<file path="config.mk">
export PLATFORM = sky130hd
export DESIGN_NAME = mld_15_7_type2_decoder
export DESIGN_NICKNAME = d
export VERILOG_FILES = /design/src/rtl/mld_15_7_type2_decoder.sv
export SDC_FILE = /design/constraint.sdc
export NUM_CORES = 1
export LEC_CHECK = 0
export ABC_AREA = 1
export CORE_MARGIN = 2
export CORE_UTILIZATION = 45
export CTS_CLUSTER_DIAMETER = 80
export DETAILED_ROUTE_END_ITERATION = 12
export HOLD_SLACK_MARGIN = 0.03
export MAX_ROUTING_LAYER = met4
export RECOVER_POWER = 100
export SYNTH_ARGS = -nofsm -noshare
export SYNTH_HDL_FRONTEND = slang
export SYNTH_SLANG_ARGS = --single-unit
export TNS_END_PERCENT = 30
</file>
<file path="constraint.sdc">
create_clock -name clk -period 3 [get_ports clk]
set_input_delay 0.6 -clock clk [delete_from_list [all_inputs] [get_ports clk]]
set_output_delay 0.6 -clock clk [all_outputs]
set_load 0.005 [all_outputs]
</file>
<file path="src/rtl/mld_15_7_type2_decoder.sv">
// rtl/mld_15_7_type2_decoder.sv - serial one-step majority-logic (Type II) decoder for the (15,7) cyclic code
module mld_15_7_type2_decoder #(
    parameter bit OUT_ALL = 1'b0
) (
    input  logic       clk,
    input  logic       reset,
    input  logic       in_bit,
    input  logic       in_valid,
    output logic       out_bit,
    output logic       out_valid,
    output logic       word_start,
    output logic       word_done,
    output logic [2:0] corr_count
);

    localparam logic [3:0] LAST_CNT = OUT_ALL ? 4'd14 : 4'd6;

    typedef enum logic {IDLE, DECODE} state_t;

    state_t      state_q, state_d;
    logic [14:0] ld_buf_q, ld_buf_d;
    logic [3:0]  load_cnt_q, load_cnt_d;
    logic [14:0] dec_buf_q, dec_buf_d;
    logic [3:0]  dec_cnt_q, dec_cnt_d;
    logic        out_bit_q, out_bit_d;
    logic        out_valid_q, out_valid_d;
    logic        word_start_q, word_start_d;
    logic        word_done_q, word_done_d;
    logic [2:0]  corr_q, corr_d;

    logic        a1, a2, a3, a4, maj, corrected;
    logic [2:0]  sum;

    always_comb begin
        a1        = dec_buf_q[7] ^ dec_buf_q[8]  ^ dec_buf_q[10] ^ dec_buf_q[14];
        a2        = dec_buf_q[3] ^ dec_buf_q[11] ^ dec_buf_q[12] ^ dec_buf_q[14];
        a3        = dec_buf_q[1] ^ dec_buf_q[5]  ^ dec_buf_q[13] ^ dec_buf_q[14];
        a4        = dec_buf_q[0] ^ dec_buf_q[2]  ^ dec_buf_q[6]  ^ dec_buf_q[14];
        sum       = {2'b00, a1} + {2'b00, a2} + {2'b00, a3} + {2'b00, a4};
        maj       = (sum >= 3'd3);
        corrected = dec_buf_q[14] ^ maj;
    end

    always_comb begin
        state_d      = state_q;
        ld_buf_d     = ld_buf_q;
        load_cnt_d   = load_cnt_q;
        dec_buf_d    = dec_buf_q;
        dec_cnt_d    = dec_cnt_q;
        out_bit_d    = out_bit_q;
        out_valid_d  = 1'b0;
        word_start_d = 1'b0;
        word_done_d  = 1'b0;
        corr_d       = corr_q;

        if (state_q == DECODE) begin
            out_bit_d    = corrected;
            out_valid_d  = 1'b1;
            word_start_d = (dec_cnt_q == 4'd0);
            corr_d       = ((dec_cnt_q == 4'd0) ? 3'd0 : corr_q) + {2'b00, maj};
            dec_buf_d    = {dec_buf_q[13:0], corrected};
            dec_cnt_d    = dec_cnt_q + 4'd1;
            if (dec_cnt_q == LAST_CNT) begin
                word_done_d = 1'b1;
                state_d     = IDLE;
            end
        end

        // A completed load wins over the decode rotation so a new word can start on the same edge.
        if (in_valid) begin
            ld_buf_d = {ld_buf_q[13:0], in_bit};
            if (load_cnt_q == 4'd14) begin
                dec_buf_d  = {ld_buf_q[13:0], in_bit};
                load_cnt_d = 4'd0;
                dec_cnt_d  = 4'd0;
                state_d    = DECODE;
            end else begin
                load_cnt_d = load_cnt_q + 4'd1;
            end
        end
    end

    always_ff @(posedge clk or negedge reset) begin
        if (!reset) begin
            state_q      <= IDLE;
            ld_buf_q     <= '0;
            load_cnt_q   <= '0;
            dec_buf_q    <= '0;
            dec_cnt_q    <= '0;
            out_bit_q    <= 1'b0;
            out_valid_q  <= 1'b0;
            word_start_q <= 1'b0;
            word_done_q  <= 1'b0;
            corr_q       <= '0;
        end else begin
            state_q      <= state_d;
            ld_buf_q     <= ld_buf_d;
            load_cnt_q   <= load_cnt_d;
            dec_buf_q    <= dec_buf_d;
            dec_cnt_q    <= dec_cnt_d;
            out_bit_q    <= out_bit_d;
            out_valid_q  <= out_valid_d;
            word_start_q <= word_start_d;
            word_done_q  <= word_done_d;
            corr_q       <= corr_d;
        end
    end

    assign out_bit    = out_bit_q;
    assign out_valid  = out_valid_q;
    assign word_start = word_start_q;
    assign word_done  = word_done_q;
    assign corr_count = corr_q;

endmodule

</file>
==> impl_metrics.py, run 1 <==
metrics = {
    "grt": {
        "grt.busiest_layer": "met2",
        "use_met3_pct": 4.20,
        "first_global_vias": 1423,
        "grt-ovfl-total": 0,
        "grt_util_met1_pct": 21.3,
        "track_usage_pct": 16.5,
        "grt_pass1_wl_um": 6530,
        "antenna_found_initial": 0,
        "grt_max_degree": 46,
        "met2_usage_pct": 24.7,
    },
    "clock_tree": {
        "htreeDepth": 2,
        "postCtsHoldBufs": 0,
        "clock_latency_ns": 0.29,
        "cts_buffers": 5,
        "clock-root-buffer": "clkbuf_8",
        "clk_path_buf_depth": 2,
        "clkTransAtPathRegs_ns": 0.08,
        "cts.sinks": 45,
        "ctsResizeCount": 0,
        "cts_setup_buffers": 0,
        "cts_tree": "yes",
    },
    "logic_synthesis": {
        "synthSimpleGateAreaFrac_pct": 15.6,
        "synthAdderAreaFrac_pct": 5.44,
        "ys.flop_type": "dfrtp_1",
        "synth_cell_types": 24,
        "synth_area_mm2": 0.00221,
        "async_reset_ff_share_pct": 100,
        "synthXorXnorAreaFrac_pct": 5.55,
        "synth_compound_area_share_pct": 12.7,
        "synth_area_per_cell_um2": 8.77,
        "synth_mux_area_share_pct": 0,
        "synth-edff-count": 0,
        "synthCells": 252,
        "synth_top_family_by_area": "simple AND/OR/NAND/NOR gates",
        "ys_seq_area_share_pct": 51.0,
        "syn_nets": 265,
        "ys_ff_latch": 45,
        "ys_warn_count": 0,
    },
    "power_and_ir_drop": {
        "finalPower_mw": 2.67,
        "internal_power_mw": 1.61,
        "p_comb_share_pct": 48.3,
        "p_leak_nw": 1.17,
        "power.share.clock_pct": 16.4,
        "seq_power_share_pct": 35.2,
        "swShare_pct": 39.7,
        "p_per_area_mw_per_mm2": 1120,
        "ir_drop_mv": 0.456,
        "p_sw_mw": 1.06,
    },
    "critical_path": {
        "crit_cells": 12,
        "worstRegToRegCells": 12,
        "worstPathCellList": "xnor2_1 > xnor2_1 > fa_1 > inv_1 > ha_1 > ha_1 > nand3_1 > nand2_1 > ha_1 > ha_1 > nand2_1 > o21ai_0",
        "slowest_stage": "fa_1",
        "cp.arrival_ns": 2.91,
        "crit_buf_inv": 1,
        "critPathMaxFanout": 6,
        "critical_path_class": "reg -> reg",
        "critical_path_required_ns": 3.17,
        "crit_path_max_incr_delay_ns": 0.53,
        "startpoint_type": "register",
        "crit_top_cell": "ha_1",
        "crit_family": "adder cells",
        "setup.worst_path.end_class": "register",
    },
    "sta": {
        "finClkSkew_ns": 0.00285,
        "worstMarginPinSlew_ns": 1.12,
        "period_minus_slack_ns": 2.74,
        "fmax_mhz": 365,
        "setup-violations-final": 0,
        "setup-tns-final_ns": 0,
        "slew_headroom_pct": 25.1,
        "rsz0062_at_grt": "false",
        "fin_crit_sh_pct": 91.3,
        "holdWs_ns": 0.483,
        "fin_ws_ns": 0.261,
        "hold_viol_final": 0,
        "slew_viol_final": 0,
    },
    "worst_hold_path": {
        "hold_path_class": "reg -> reg",
        "min_path_cells": 2,
    },
    "placed_design": {
        "io_buffer_count": 10,
        "postPlaceCellArea_mm2": 0.00233,
        "place_hpwl_um": 2460,
        "gp_congestion": 0.759,
        "dp_worst_setup_slack_ns": 0.257,
    },
    "floorplan": {
        "io_pins": 11,
        "core_mm2": 0.00472,
        "die_w_um": 74.1,
        "die_area_mm2": 0.00549,
        "start_util_pct": 46.8,
        "rows": 25,
        "die_h_um": 74.1,
    },
    "outcome": {
        "outcome": "finished clean",
    },
    "drt": {
        "post-route-drc-count": 0,
        "drt_iter0_drc": 67,
        "ant_nets": 0,
        "drt-wirelength-per-cell_um": 11.3,
        "vias": 1498,
        "wl_um": 3700,
        "dr.pass1.iters": 4,
        "viasPerCell": 4.60,
    },
    "final_layout": {
        "area_growth_pct": 8.21,
        "drive_above_1_share_pct": 3.86,
        "postLayoutCellArea_mm2": 0.00239,
        "final_cell_mix": "59 x nand2_1, 45 x dfrtp_1, 41 x o21ai_0",
        "antenna_cells": 0,
        "fill_cells": 459,
        "nNetsFinal": 272,
        "final_common_cell": "nand2_1",
    },
    "flow_run": {
        "max_cap_violations": 0,
    },
}
[final timing paths]
check                           slack (ns)                   endpoint                     from
worst max-delay path                  0.26  corr_count[1]$_DFFE_PN0P_  dec_buf_q[14]$_DFF_PN0_
worst min-delay path                  0.48        out_bit$_DFFE_PN0P_      out_bit$_DFFE_PN0P_
worst max register to register        0.26  corr_count[1]$_DFFE_PN0P_  dec_buf_q[14]$_DFF_PN0_
worst min register to register        0.48        out_bit$_DFFE_PN0P_      out_bit$_DFFE_PN0P_
max in group asynchronous             1.81     dec_cnt_q[1]$_DFF_PN0_                    reset
min in group asynchronous             0.51    dec_buf_q[13]$_DFF_PN0_                    reset
[Yosys cell counts, types with 5 or more instances]
cell,n,area (um^2)
dfrtp_1,45,1130
inv_1,36,135
a21oi_1,5,25.0
ha_1,8,100
o21ai_1,5,25.0
nor2_1,17,63.8
o21ai_0,30,150
xnor2_1,11,96.3
nand2_1,58,218
nand3_1,5,25.0
buf_2,6,30.0
o21ai_2,7,61.3
[worst reg2reg max path, stage by stage (launching register included)]
cell and delay (ns):
dfrtp_1 0.47, xnor2_1 0.17, xnor2_1 0.15, fa_1 0.53, inv_1 0.04, ha_1 0.20, ha_1 0.27, nand3_1 0.10
nand2_1 0.07, ha_1 0.21, ha_1 0.26, nand2_1 0.06, o21ai_0 0.08
[flip-flops by register name, indices dropped and copies added (netlist names)]
| signal | flops |
|---|---|
| dec_buf_q | 15 |
| out_valid | 1 |
| ld_buf_q | 14 |
| word_start | 1 |
| dec_cnt_q | 4 |
| state_q | 1 |
| word_done | 1 |
| out_bit | 1 |
| corr_count | 3 |
| load_cnt_q | 4 |
[metal layers]
metal	part of all wire, %	up-vias	routed length [um]
li1	-	796	-
met1	52	671	1910
met2	43	25	1580
met3	3.8	6	140
met4	1.8	0	65
met5	0	-	0
[per-stage QoR]
step	std cells	utilization, %
after global routing	326	50.6
after CTS	326	51.5
after global placement	319	49.3
final	326	50.6
after floorplan	252	-
after detailed placement	319	49.3
[cell families after synthesis]
| group | Yosys count |
|---|---|
| buffers and inverters | 49 |
| adder cells (fa/ha/maj) | 9 |
| AO/OA/AOI/OAI | 50 |
| AND/OR/NAND/NOR | 85 |
| flip-flops | 45 |
| XOR/XNOR | 14 |
[power groups by stage]
stage               registers [mW]  clock network [mW]  logic, mW
finish                       0.942               0.439       1.29
global route                 0.971               0.482       1.59
CTS                          0.945               0.454       1.37
detailed placement           0.955                   0       1.35
global placement             0.953                   0       1.33
floorplan                    0.926                   0       1.11
[final cells by class]
type	count	area, um^2	area share, %
clock buffer	5	68.8	2.88
clock inverter	2	35.0	1.47
inverter	37	139	5.81
multi-input combinational	158	832	34.8
sequential	45	1130	47.1
tap	67	83.8	3.51
timing repair buffer	12	106	4.45
Power figures use the tool's default switching activity.
==> run 2, diff against run 1 <==
--- a/config.mk
+++ b/config.mk
@@ -9,6 +9,7 @@
 export CORE_MARGIN = 2
 export CORE_UTILIZATION = 45
 export CTS_CLUSTER_DIAMETER = 80
+export CTS_CLUSTER_SIZE = 8
 export DETAILED_ROUTE_END_ITERATION = 12
 export HOLD_SLACK_MARGIN = 0.03
 export MAX_ROUTING_LAYER = met4
==> results of run 2 <==
No change in the layout: final DEF, timing and power equal those of run 1.
==> run 3, diff against run 2 <==
--- a/config.mk
+++ b/config.mk
@@ -6,6 +6,7 @@
 export NUM_CORES = 1
 export LEC_CHECK = 0
 export ABC_AREA = 1
+export CORE_ASPECT_RATIO = 0.7
 export CORE_MARGIN = 2
 export CORE_UTILIZATION = 45
 export CTS_CLUSTER_DIAMETER = 80
==> impl_metrics.py, run 3 (same netlist as run 1, synthesis figures left out) <==
metrics = {
    "placed_design": {
        "place_hpwl_um": 2450,
        "gp_congestion": 0.768,
        "dp_cells": 322,
        "io_buffer_count": 10,
    },
    "final_layout": {
        "final_cells": 330,
        "largestRegisters": "dec_buf_q: 15 flops, ld_buf_q: 14 flops",
        "final_common_cell": "nand2_1",
        "fill_cells": 478,
        "largest-register": "dec_buf_q",
        "nNetsFinal": 273,
        "area_growth_pct": 9.74,
        "final_cell_mix": "59 x nand2_1, 45 x dfrtp_1, 41 x o21ai_0",
        "drive_above_1_share_pct": 4.21,
        "largest_register_ffs": 15,
        "antenna_cells": 0,
    },
    "power_and_ir_drop": {
        "p_per_area_mw_per_mm2": 1160,
        "p_sw_mw": 1.10,
        "ir_drop_mv": 0.408,
        "seq_power_share_pct": 33.7,
        "swShare_pct": 39.2,
        "internal_power_mw": 1.71,
        "p_leak_nw": 1.18,
        "p_comb_share_pct": 47.4,
        "power.share.clock_pct": 18.9,
    },
    "grt": {
        "antenna_found_initial": 0,
        "grt_pass1_wl_um": 6730,
        "first_global_vias": 1515,
        "grt_max_degree": 46,
        "grt-ovfl-total": 0,
        "track_usage_pct": 16.2,
    },
    "critical_path": {
        "slowest_stage": "fa_1",
        "r2r-end": "corr_count[1]$_DFFE_PN0P_",
        "crit_family": "adder cells",
        "crit_path_max_incr_delay_ns": 0.54,
        "critical_path_class": "reg -> reg",
        "setup.worst_path.end_class": "register",
        "startpoint_type": "register",
        "r2r_slack_ns": 0.25,
        "worstRegToRegCells": 12,
        "worstPathCellList": "xnor2_1 > xnor2_1 > fa_1 > inv_1 > ha_1 > ha_1 > nand3_1 > nand2_1 > ha_1 > ha_1 > nand2_1 > o21ai_0",
        "critPathMaxFanout": 6,
        "crit_buf_inv": 1,
        "crit_top_cell": "ha_1",
        "critical_path_required_ns": 3.17,
        "timing.rr.start": "dec_buf_q[14]$_DFF_PN0_",
        "cp.arrival_ns": 2.92,
    },
    "drt": {
        "drt_iter0_drc": 70,
        "ant_nets": 0,
        "post-route-drc-count": 0,
        "vias": 1512,
        "drt-wirelength-per-cell_um": 11.0,
        "viasPerCell": 4.58,
        "wl_um": 3630,
        "dr.pass1.iters": 4,
    },
    "clock_tree": {
        "htreeDepth": 2,
        "postCtsHoldBufs": 0,
        "clkTransAtPathRegs_ns": 0.08,
        "cts_buffers": 5,
        "clock_latency_ns": 0.29,
        "clock-root-buffer": "clkbuf_8",
        "clk_path_buf_depth": 2,
        "cts_tree": "yes",
        "cts.sinks": 45,
        "cts_setup_buffers": 0,
        "ctsResizeCount": 0,
    },
    "sta": {
        "finClkSkew_ns": 0.00392,
        "worstMarginPinSlew_ns": 1.10,
        "setup-violations-final": 0,
        "fin_crit_sh_pct": 91.7,
        "fmax_mhz": 363,
        "rsz0062_at_grt": "false",
        "hold_viol_final": 0,
        "period_minus_slack_ns": 2.75,
        "slew_headroom_pct": 26.9,
        "slew_viol_final": 0,
        "setup-tns-final_ns": 0,
    },
    "floorplan": {
        "die_w_um": 87.8,
        "die_area_mm2": 0.00550,
        "core_mm2": 0.00476,
        "rows": 21,
        "io_pins": 11,
        "start_util_pct": 46.5,
        "die_h_um": 62.6,
    },
    "worst_hold_path": {
        "hold_path_class": "reg -> reg",
        "whs_endpoint": "ld_buf_q[8]$_DFFE_PN0P_",
        "holdCritStartpoint": "ld_buf_q[7]$_DFFE_PN0P_",
        "min_path_cells": 2,
    },
    "flow_run": {
        "max_cap_violations": 0,
    },
    "outcome": {
        "outcome": "finished clean",
    },
}
## run 3: cell count changes in the layout (fill, tap and decap cells not counted)
cell and change:
buf_2 +1, bufinv_16 +1, o21ai_1 +1, o21ai_2 -1
## run 3: how the worst max path moves through the flow
stage                     slack (ns)                    start  depth (start not counted)                   endpoint
after global placement          0.31  dec_buf_q[14]$_DFF_PN0_                         12  corr_count[1]$_DFFE_PN0P_
final                           0.25  dec_buf_q[14]$_DFF_PN0_                         12  corr_count[1]$_DFFE_PN0P_
after CTS                       0.21  dec_buf_q[14]$_DFF_PN0_                         12  corr_count[1]$_DFFE_PN0P_
after detailed placement        0.24  dec_buf_q[14]$_DFF_PN0_                         12  corr_count[1]$_DFFE_PN0P_
after floorplan                 0.36  dec_buf_q[14]$_DFF_PN0_                         13  corr_count[1]$_DFFE_PN0P_
after global routing            0.08  dec_buf_q[14]$_DFF_PN0_                         14  corr_count[2]$_DFFE_PN0P_
## run 3: worst register-to-register path: stages, from the launching register on
cell and delay, ns:
dfrtp_1 0.46, xnor2_1 0.17, xnor2_1 0.15, fa_1 0.54, inv_1 0.04, ha_1 0.20, ha_1 0.29, nand3_1 0.11
nand2_1 0.08, ha_1 0.20, ha_1 0.27, nand2_1 0.06, o21ai_0 0.07
## run 3: stage by stage
stage	hold WS [ns]	worst slack [ns]	instance area, um^2	total power [mW]	util [%]
CTS	0.399	0.212	2470	2.93	52.0
global route	0.515	0.0830	2420	3.14	51.0
detailed placement	0.469	0.244	2340	2.34	49.2
global placement	0.460	0.313	2340	2.30	49.2
finish	0.484	0.249	2420	2.82	51.0
floorplan	0.304	0.358	2210	2.04	-
## run 3: power groups by stage
stage / clock network [mW] / logic (mW) / registers (mW)
floorplan: 0 / 1.11 / 0.926
global placement: 0 / 1.34 / 0.958
detailed placement: 0 / 1.37 / 0.965
CTS: 0.551 / 1.43 / 0.952
global route: 0.581 / 1.59 / 0.979
finish: 0.534 / 1.34 / 0.949
## run 3: metal layers
layer,vias to the layer above,global-route usage [%],part of all wire [%]
li1,800,-,-
met2,17,23.1,40
met3,7,4.36,2.9
met1,688,22.7,56
met5,-,-,0
met4,0,5.19,1.2
## run 3: final cells by class
type                       instances  area, um^2  share of cell area, %
clock inverter                     3        65.1                   2.68
tap                               69        86.3                   3.56
inverter                          37         139                   5.73
multi-input combinational        158         828                   34.2
clock buffer                       5        68.8                   2.84
timing repair buffer              13         111                   4.59
sequential                        45        1130                   46.4
